==> config.mk <==
export PLATFORM = sky130hd
export DESIGN_NAME = instruction_fetch
export DESIGN_NICKNAME = d
export VERILOG_FILES = /design/src/rtl/fetch_pkg.sv /design/src/rtl/fetch_queue.sv /design/src/rtl/instruction_fetch.sv
export SDC_FILE = /design/constraint.sdc
export NUM_CORES = 1
export LEC_CHECK = 0
export ABC_AREA = 1
export CAP_MARGIN = 40
export CORE_UTILIZATION = 35
export CTS_BUF_LIST = sky130_fd_sc_hd__clkbuf_8
export DETAILED_ROUTE_END_ITERATION = 16
export SYNTH_ARGS = -nofsm -noshare
export SYNTH_HDL_FRONTEND = slang
export SYNTH_SLANG_ARGS = --single-unit
export TNS_END_PERCENT = 10
==> constraint.sdc <==
create_clock -name clk -period 7.9 [get_ports clk]
set_input_delay 2.37 -clock clk [delete_from_list [all_inputs] [get_ports clk]]
set_output_delay 2.37 -clock clk [all_outputs]
set_load 0.1 [all_outputs]
==> src/rtl/fetch_pkg.sv <==
// ----------------------------------------------------------------------------
// fetch_pkg
// Shared definitions for the instruction fetch stage.
//   - fetch_state_e : fetch controller states (idle / running / halted)
//   - fetch_entry_t : one fetch-queue entry, {pc, instr}
//   - FETCH_RESET_PC, FETCH_HALT_WORD, PC_STEP : default constants
// ----------------------------------------------------------------------------
package fetch_pkg;

    localparam logic [31:0] FETCH_RESET_PC  = 32'h0000_0000;
    localparam logic [31:0] FETCH_HALT_WORD = 32'hFFFF_FFFF;
    localparam logic [31:0] PC_STEP         = 32'd4;

    typedef enum logic [1:0] {
        StIdle,
        StRun,
        StHalted
    } fetch_state_e;

    typedef struct packed {
        logic [31:0] pc;
        logic [31:0] instr;
    } fetch_entry_t;

endpackage

==> src/rtl/fetch_queue.sv <==
// ----------------------------------------------------------------------------
// fetch_queue
// Two-entry FIFO holding fetched {pc, instr} pairs. The head entry is a
// register that drives the consumer directly, so outputs are registered.
// An empty head is held at zero.
//
// Ports:
//   clk, reset   clock, asynchronous active-high reset
//   push         enqueue push_entry (ignored when full unless popping too)
//   push_entry   entry to enqueue
//   pop          dequeue head (ignored when empty)
//   flush        drop both entries; overrides push and pop
//   head         current head entry (zero when empty)
//   full, empty  occupancy flags
// ----------------------------------------------------------------------------
module fetch_queue
    import fetch_pkg::*;
(
    input  logic         clk,
    input  logic         reset,
    input  logic         push,
    input  fetch_entry_t push_entry,
    input  logic         pop,
    input  logic         flush,
    output fetch_entry_t head,
    output logic         full,
    output logic         empty
);

    fetch_entry_t head_q, head_d;
    fetch_entry_t tail_q, tail_d;
    logic         head_valid_q, head_valid_d;
    logic         tail_valid_q, tail_valid_d;
    logic         do_push;
    logic         do_pop;

    always_comb begin
        head_d       = head_q;
        tail_d       = tail_q;
        head_valid_d = head_valid_q;
        tail_valid_d = tail_valid_q;

        do_pop  = pop && head_valid_q;
        // A pop in the same cycle frees a slot for a push into a full queue.
        do_push = push && (!tail_valid_q || do_pop);

        if (flush) begin
            head_d       = '0;
            tail_d       = '0;
            head_valid_d = 1'b0;
            tail_valid_d = 1'b0;
        end else if (!head_valid_q) begin
            if (do_push) begin
                head_d       = push_entry;
                head_valid_d = 1'b1;
            end
        end else if (!tail_valid_q) begin
            if (do_pop && do_push) begin
                head_d = push_entry;
            end else if (do_pop) begin
                head_d       = '0;
                head_valid_d = 1'b0;
            end else if (do_push) begin
                tail_d       = push_entry;
                tail_valid_d = 1'b1;
            end
        end else begin
            if (do_pop) begin
                head_d = tail_q;
                if (do_push) begin
                    tail_d = push_entry;
                end else begin
                    tail_d       = '0;
                    tail_valid_d = 1'b0;
                end
            end
        end
    end

    always_ff @(posedge clk or posedge reset) begin
        if (reset) begin
            head_q       <= '0;
            tail_q       <= '0;
            head_valid_q <= 1'b0;
            tail_valid_q <= 1'b0;
        end else begin
            head_q       <= head_d;
            tail_q       <= tail_d;
            head_valid_q <= head_valid_d;
            tail_valid_q <= tail_valid_d;
        end
    end

    assign head  = head_q;
    assign full  = tail_valid_q;
    assign empty = !head_valid_q;

endmodule

==> src/rtl/instruction_fetch.sv <==
// ----------------------------------------------------------------------------
// instruction_fetch
// Fetch stage: owns the PC, addresses instruction memory (combinational read),
// and queues each returned word with its PC in a 2-entry fetch queue that
// feeds decode over valid/ready. Redirects flush the queue and reload the PC;
// fetching a HALT_WORD stops fetch until the next redirect.
//
// Ports:
//   clk, reset       clock, asynchronous active-high reset
//   fetch_en         leave IDLE and start fetching (sampled only in IDLE)
//   imem_addr        byte address to instruction memory (always the PC)
//   imem_data        word read at imem_addr, same cycle
//   redirect_valid   branch/jump taken this cycle
//   redirect_target  new PC, low two bits forced to zero
//   out_valid        head of queue holds an instruction
//   out_ready        decode accepts the head this cycle
//   out_instr        head instruction (zero when empty)
//   out_pc           PC of head instruction (zero when empty)
//   halted           fetch is stopped on a halt word
// ----------------------------------------------------------------------------
module instruction_fetch
    import fetch_pkg::*;
#(
    parameter logic [31:0] RESET_PC  = FETCH_RESET_PC,
    parameter logic [31:0] HALT_WORD = FETCH_HALT_WORD
) (
    input  logic        clk,
    input  logic        reset,
    input  logic        fetch_en,
    output logic [31:0] imem_addr,
    input  logic [31:0] imem_data,
    input  logic        redirect_valid,
    input  logic [31:0] redirect_target,
    output logic        out_valid,
    input  logic        out_ready,
    output logic [31:0] out_instr,
    output logic [31:0] out_pc,
    output logic        halted
);

    fetch_state_e state_q, state_d;
    logic [31:0]  pc_q, pc_d;

    logic         q_push;
    logic         q_pop;
    logic         q_flush;
    logic         q_full;
    logic         q_empty;
    fetch_entry_t q_in;
    fetch_entry_t q_head;
    logic         is_halt;

    always_comb begin
        state_d = state_q;
        pc_d    = pc_q;

        is_halt = (imem_data == HALT_WORD);
        q_pop   = out_valid && out_ready;
        // IDLE never holds queue entries, so a redirect there only loads the PC.
        q_flush = redirect_valid && (state_q != StIdle);
        q_push  = (state_q == StRun) && !redirect_valid && (!q_full || q_pop);
        q_in    = '{pc: pc_q, instr: imem_data};

        case (state_q)
            StIdle: begin
                if (fetch_en) begin
                    state_d = StRun;
                end
            end
            StRun: begin
                if (q_push && is_halt) begin
                    state_d = StHalted;
                end
            end
            StHalted: begin
                if (redirect_valid) begin
                    state_d = StRun;
                end
            end
            default: state_d = StIdle;
        endcase

        if (redirect_valid) begin
            pc_d = redirect_target & ~32'h3;
        end else if (q_push && !is_halt) begin
            // Halt word is queued but the PC stays on its address.
            pc_d = pc_q + PC_STEP;
        end
    end

    always_ff @(posedge clk or posedge reset) begin
        if (reset) begin
            state_q <= StIdle;
            pc_q    <= RESET_PC;
        end else begin
            state_q <= state_d;
            pc_q    <= pc_d;
        end
    end

    fetch_queue u_queue (
        .clk        (clk),
        .reset      (reset),
        .push       (q_push),
        .push_entry (q_in),
        .pop        (q_pop),
        .flush      (q_flush),
        .head       (q_head),
        .full       (q_full),
        .empty      (q_empty)
    );

    assign imem_addr = pc_q;
    assign out_valid = !q_empty;
    assign out_instr = q_head.instr;
    assign out_pc    = q_head.pc;
    assign halted    = (state_q == StHalted);

endmodule

# --- Word-level counts from Yosys, hierarchy flattened ---
# Cells that the tools add are included.
classes:
  add_sub_neg: 1
  n_eq_ne: 11
  mux: 32
  reduce_logical: 23
ops:
  columns: ["operator", "count"]
  rows:
  - ["$mux W64", 14]
  - ["$mux W32", 2]
  - ["$add A32 B3 Y32 const B", 1]
  - ["$eq A32 B32 Y1 const B", 1]
  - ["$mux W1", 12]
  - ["$logic_and A1 B1 Y1", 9]
  - ["$ne A4 B4 Y1 const B", 2]
  - ["$mux W2", 3]
  - ["$ne A3 B2 Y1 const B", 2]
  - ["$pmux W2 S3", 1]
  - ["$reduce_and A3 Y1", 2]
  - ["$reduce_bool A2 Y1", 3]
  - ["$reduce_bool A3 Y1", 2]
  - ["$reduce_and A5 Y1", 1]
  - ["$ne A2 B2 Y1 const B", 2]
  - ["$logic_not A1 Y1", 3]
  - ["$ne A3 B3 Y1 const B", 1]
  - ["$eq A2 B1 Y1 const B", 1]
  - ["$eq A2 B2 Y1 const B", 1]
  - ["$logic_not A2 Y1", 1]
  - ["$logic_or A1 B1 Y1", 2]
  - ["$ne A2 B1 Y1 const B", 1]
totals:
  register_bits: 164
  input_bits: 69
  out_inout_bits: 98
  elab_cells: 75

# --- Longest topological paths before layout ---
logic_depth:
  depth_word: 10
  ltp_mapped: 11
  depth_no_buf: 10

# --- Cells and area by module ---
# Synthesis repeated with hierarchy kept, for this count alone.
unflattened:
  cells_unflattened: 1191
  hier_area_um2: 8557.0
modules_own_cells:
  columns: ["module", "n_inst", "cells_per_inst", "area_per_inst_um2"]
  rows:
  - ["fetch_queue", 1, 786, 5948.2]
  - ["instruction_fetch", 1, 405, 2608.8]

# --- Least setup slack after synthesis ---
# OpenSTA, ideal clock, no wires.
synth_timing:
  kind: "reg2out"
  start: "reg state_q[1]"
  end: "out halted"
  arrival_ps: 1722
  path_slack_ps: 3808
  path_stages_with_launch: 3
  path_buffers: 0
  cell_sequence: "dfrtp_1 > inv_1 > nor2_1"
synth_via:
  elab_chain_cells: 1
synth_lines:
  columns: ["item", "line_no", "rtl"]
  rows:
  - ["start: declaration", "instruction_fetch.sv:41", "fetch_state_e state_q, state_d;"]
  - ["start signal: assignment", "instruction_fetch.sv:93", "state_q <= StIdle;"]
  - ["start signal: assignment", "instruction_fetch.sv:96", "state_q <= state_d;"]
  - ["$eq A2 B2 Y1", "instruction_fetch.sv:117", "assign halted = (state_q == StHalted);"]
  - ["end: declaration", "instruction_fetch.sv:38", "output logic halted"]
# No other way between the ends.

# --- Worst setup path after layout ---
layout_timing:
  start: "in redirect_valid"
  end: "reg pc_q[30], in the netlist imem_addr[30]"
layout_via:
  elab_chain_cells: 5
  elab_cells_between_ends: 6
  cone_classes: "mux: 1; reduce/logical: 5"
layout_lines:
  columns: ["item", "line_no", "rtl"]
  rows:
  - ["start: declaration", "instruction_fetch.sv:32", "input logic redirect_valid,"]
  - ["$logic_not A1 Y1", "instruction_fetch.sv:61", "q_push = (state_q == StRun) && !redirect_valid && (!q_full || q_pop);"]
  - ["$logic_and A1 B1 Y1 (2 in a row)", "instruction_fetch.sv:61", null]
  - ["$logic_and A1 B1 Y1", "instruction_fetch.sv:85", "end else if (q_push && !is_halt) begin"]
  - ["$reduce_bool A2 Y1 (no source line)", null, null]
  - ["end signal: assignment", "instruction_fetch.sv:97", "pc_q <= pc_d;"]
  - ["end: declaration", "instruction_fetch.sv:42", "logic [31:0] pc_q, pc_d;"]
# Several ways; a longest one is shown, not always the timed one.
# A chain may end at the register's enable or synchronous reset.

==> summary.txt <==
=================================================================================================================
Core footprint                                                                                         22850 um^2
Total CTS buffers                                                                                              17
Relative max-transition margin                                                                             0.4765
Antenna violations before repair                                                                                0
Final Instance Count excl. Fillers                                                                           1661
DIE AREA                                                                                               24120 um^2
Total overflow reported by the global router                                                                    0
Placement Rows                                                                                                 55
Combined buffer and inverter count along the critical path                                                      5
Crit start category                                                                                  primary input
Slowest cell on the critical path                                                                    sky130_fd_sc_hd__clkdlybuf4s50_1
Standard cell area after detailed placement                                                            11760 um^2
Arrival time of data at the critical path endpoint                                                        4.86 ns
Sum of net half-perimeters after detailed placement                                                      16820 um
Number of fill cells in the layout                                                                           2182
Total detailed-routing wirelength                                                                        25160 um
Highest clock frequency the design can meet                                                            0.2215 GHz
Cell area after technology mapping                                                                      8225 um^2
Part of the Yosys area used for sequential elements                                                        0.4868
Number of nets with antenna violations after routing                                                            0
Synthesized area divided by synthesized cell count                                                     7.430 um^2
RSZ-0062 raised after global routing                                                                        false
Overall fraction of global-route tracks in use                                                             0.2153
Area Growth Syn to Fin                                                                                     48.33%
Post-detailed-route DRC marker count                                                                            0
Distinct cell type count after synthesis                                                                       32
Number of global-route vias before repair                                                                    7973
Dominant combinational cell family by area after synthesis                                           simple AND/OR/NAND/NOR gates
Num ports                                                                                                     167
Status                                                                                               finished clean
WHS Path Cells                                                                                                  2
Min Clock Period, post-route                                                                             4.514 ns
Initial Utilization                                                                                        0.3600
H-Tree Depth                                                                                                    4
Resized Gates After CTS                                                                                         0
Largest voltage drop on the vdd net                                                                     0.1265 mV
Final design area excluding fillers                                                                    12200 um^2
Count of flip-flops with a built-in enable after synthesis                                                      0
Clock tree from TritonCTS                                                                                    done
Arithmetic-cell share of the synthesized area counting full adders, half adders and majority gates       0.001521
Post-detailed-route wirelength per cell                                                                  15.15 um
First-pass GRT wire length                                                                               41150 um
Clock-pin transition on the worst setup and hold timing paths                                             0.09 ns
Crit path largest cell delay                                                                              0.46 ns
Endpoint of the lowest-slack register-to-register path                                               u_queue.tail_q[61]
P per Cell Area                                                                                      267.8 nW/um^2
Sink count of the clock tree                                                                                  160
Placer's final routability congestion estimate                                                             0.8377
Drt pass-1 iters                                                                                                5
Aggregate negative setup slack                                                                               0 ns
Fraction of layout instances using a drive strength above 1                                                0.1246
Chip Width                                                                                               155.3 um
Skew final                                                                                             0.01804 ns
Port bufs                                                                                                     162
Count of final setup violators                                                                                  0
Hold Fails Final Rpt                                                                                            0
Worst R2R Start                                                                                        state_q[0]
Max-cap violations                                                                                              0
CP max FO                                                                                                      26
Count of nets after finishing                                                                                1405
Final-report max-slew violation count                                                                           0
Cell class contributing the biggest share of worst-path delay                                        buffers and inverters
Library cell used as clock root buffer                                                               sky130_fd_sc_hd__clkbuf_8
Worst setup EP type                                                                                      register
Hold-fix buffers at CTS                                                                                         0
HP Class                                                                                                  reg2reg
Xor and xnor fraction of the mapped netlist area                                                         0.009583
Worst R2R Path Depth                                                                                            7
Final standard cell utilization of the core                                                                0.5340
Count of state elements after synthesis                                                                       160
Detailed-route vias per instance                                                                            4.931
Share of synthesized flip-flops with an asynchronous set or reset                                           1.000
Total number of yosys warnings                                                                                  0
CTS Buffer Depth                                                                                                2
Setup slack of the most critical reg-to-reg path                                                          5.57 ns
Post-synthesis share of cell area spent on and, or, nand and nor gates                                     0.3941
Period Utilization, post-route                                                                             0.5714
Required time reported for the critical path endpoint                                                     8.25 ns
Inserted Diodes                                                                                                 0
Most used flip-flop cell after synthesis                                                             sky130_fd_sc_hd__dfrtp_1
Die Y-Extent                                                                                             155.3 um
Hold wc startpoint                                                                                   u_queue.head[62]
Critical path cell sequence                                                                          clkdlybuf4s50_1 -> buf_4 -> inv_2 -> nand3_2 -> inv_2 -> nand2_2 -> buf_4 -> nand2_1 -> nand3_1 -> nand2_1
Post-route worst hold slack                                                                             0.4816 ns
Number of instances in the placed design                                                                     1629
Vias post-DR                                                                                                 8190
Slew @ Worst Pin                                                                                        0.7835 ns
Instance count of the mapped netlist                                                                         1107
Hold-critical path endpoint                                                                          u_queue.head[62]
Maximum number of pins on one net before global-route repair                                                   71
Leakage                                                                                               0.005770 uW
Synth Area in Compound Gates                                                                              0.04396
Portion of netlist area occupied by mux cells                                                                   0
Type of the worst setup path                                                                               in2reg
Buffer count from post-CTS setup fixing                                                                         0
Violation count after the first detailed-route iteration                                                      448
Clock latency on the worst-skew pair                                                                      0.47 ns
=================================================================================================================
[how the worst max path moves through the flow]
stage | from | end | cells past startpoint
after floorplan | reset | imem_addr[10] | 1
after global placement | redirect_valid | imem_addr[30] | 10
after detailed placement | redirect_valid | imem_addr[30] | 10
after CTS | redirect_valid | imem_addr[30] | 10
after global routing | redirect_valid | imem_addr[12] | 10
final | redirect_valid | imem_addr[30] | 10
[through the flow]
step / power, uW / worst slack [ns]
final: 3267 / 3.386
after global routing: 3413 / 3.203
after CTS: 3289 / 3.385
after detailed placement: 2608 / 2.890
after global placement: 2293 / 2.944
after floorplan: 1967 / 1.210
[synthesized netlist by cell type, drive strengths merged, types with 4 or more instances]
cell,instances,area [um^2]
xor2,5,43.79
nand2,420,1584
nand3,229,1151
dfrtp,160,4004
o21bai,4,30.03
o21ai,45,232.7
a21oi,4,31.28
nor2,60,246.5
or2,7,43.79
nand4,31,193.9
xnor2,4,35.03
inv,55,206.4
clkbuf,30,112.6
o211ai,6,45.04
buf,37,196.4
[area by class of cell]
| type | instances | area, um^2 | area share |
|---|---|---|---|
| Clock inverter | 14 | 188.9 | 0.01549 |
| Tap cell | 313 | 391.6 | 0.03210 |
| Multi-Input combinational cell | 824 | 3731 | 0.3058 |
| Clock buffer | 18 | 247.7 | 0.02031 |
| Timing Repair Buffer | 275 | 3418 | 0.2802 |
| Sequential cell | 160 | 4004 | 0.3282 |
| Inverter | 57 | 219.0 | 0.01795 |
[worst reg2reg max path, delay by kind of cell (launching register included)]
family | cells | cell delay [ns]
flops | 1 | 0.40
simple gates | 3 | 0.44
buf+inv | 2 | 0.60
compound gates | 2 | 0.80
[cells in the final DEF, fill, tap and decap left out, drive strengths merged]
cell type and instances:
o211ai 6, conb 2, nand3 229, xor2 5, o21bai 4, xnor2 4
o21ai 45, clkdlybuf4s50 162, nand3b 3, clkinv 3, clkinvlp 4, bufinv 4
clkbuf 18, buf 113, nor2 60, nand2 420, dfrtp 160, or2 7
o31ai 1, ha 1, a21oi 4, a31oi 1, nand4 31, inv 60
a31o 1
[power breakdown]
part / internal (uW) / switching [uW]
sequential: 953 / 134
clock: 353 / 329
combinational: 527 / 972
total: 1830 / 1430
[kinds of logic after synthesis]
group / Yosys count
DFF: 160
other: 1
adders and majority gates: 1
AOI/OAI and AO/OA: 62
buffers and inverters: 124
xor gates and xnor gates: 9
and+or+nand+nor: 750
[routing by layer]
layer / part of all wire / wire length [um] / GRT usage / vias up
met5: 0 / 0 / 0 / -
met4: 0.013 / 321 / 0.05462 / 0
met3: 0.049 / 1244 / 0.03370 / 24
met2: 0.48 / 12100 / 0.3647 / 236
met1: 0.46 / 11500 / 0.2870 / 3876
li1: - / - / - / 4054
[sequential cells by signal, summed over array words and instances (netlist names)]
signal	flops
state_q	2
u_queue.head	63
u_queue.full	1
u_queue.tail_q	63
u_queue.head_valid_q	1
imem_addr	30
Note: power is estimated with default switching activity, not from simulation.
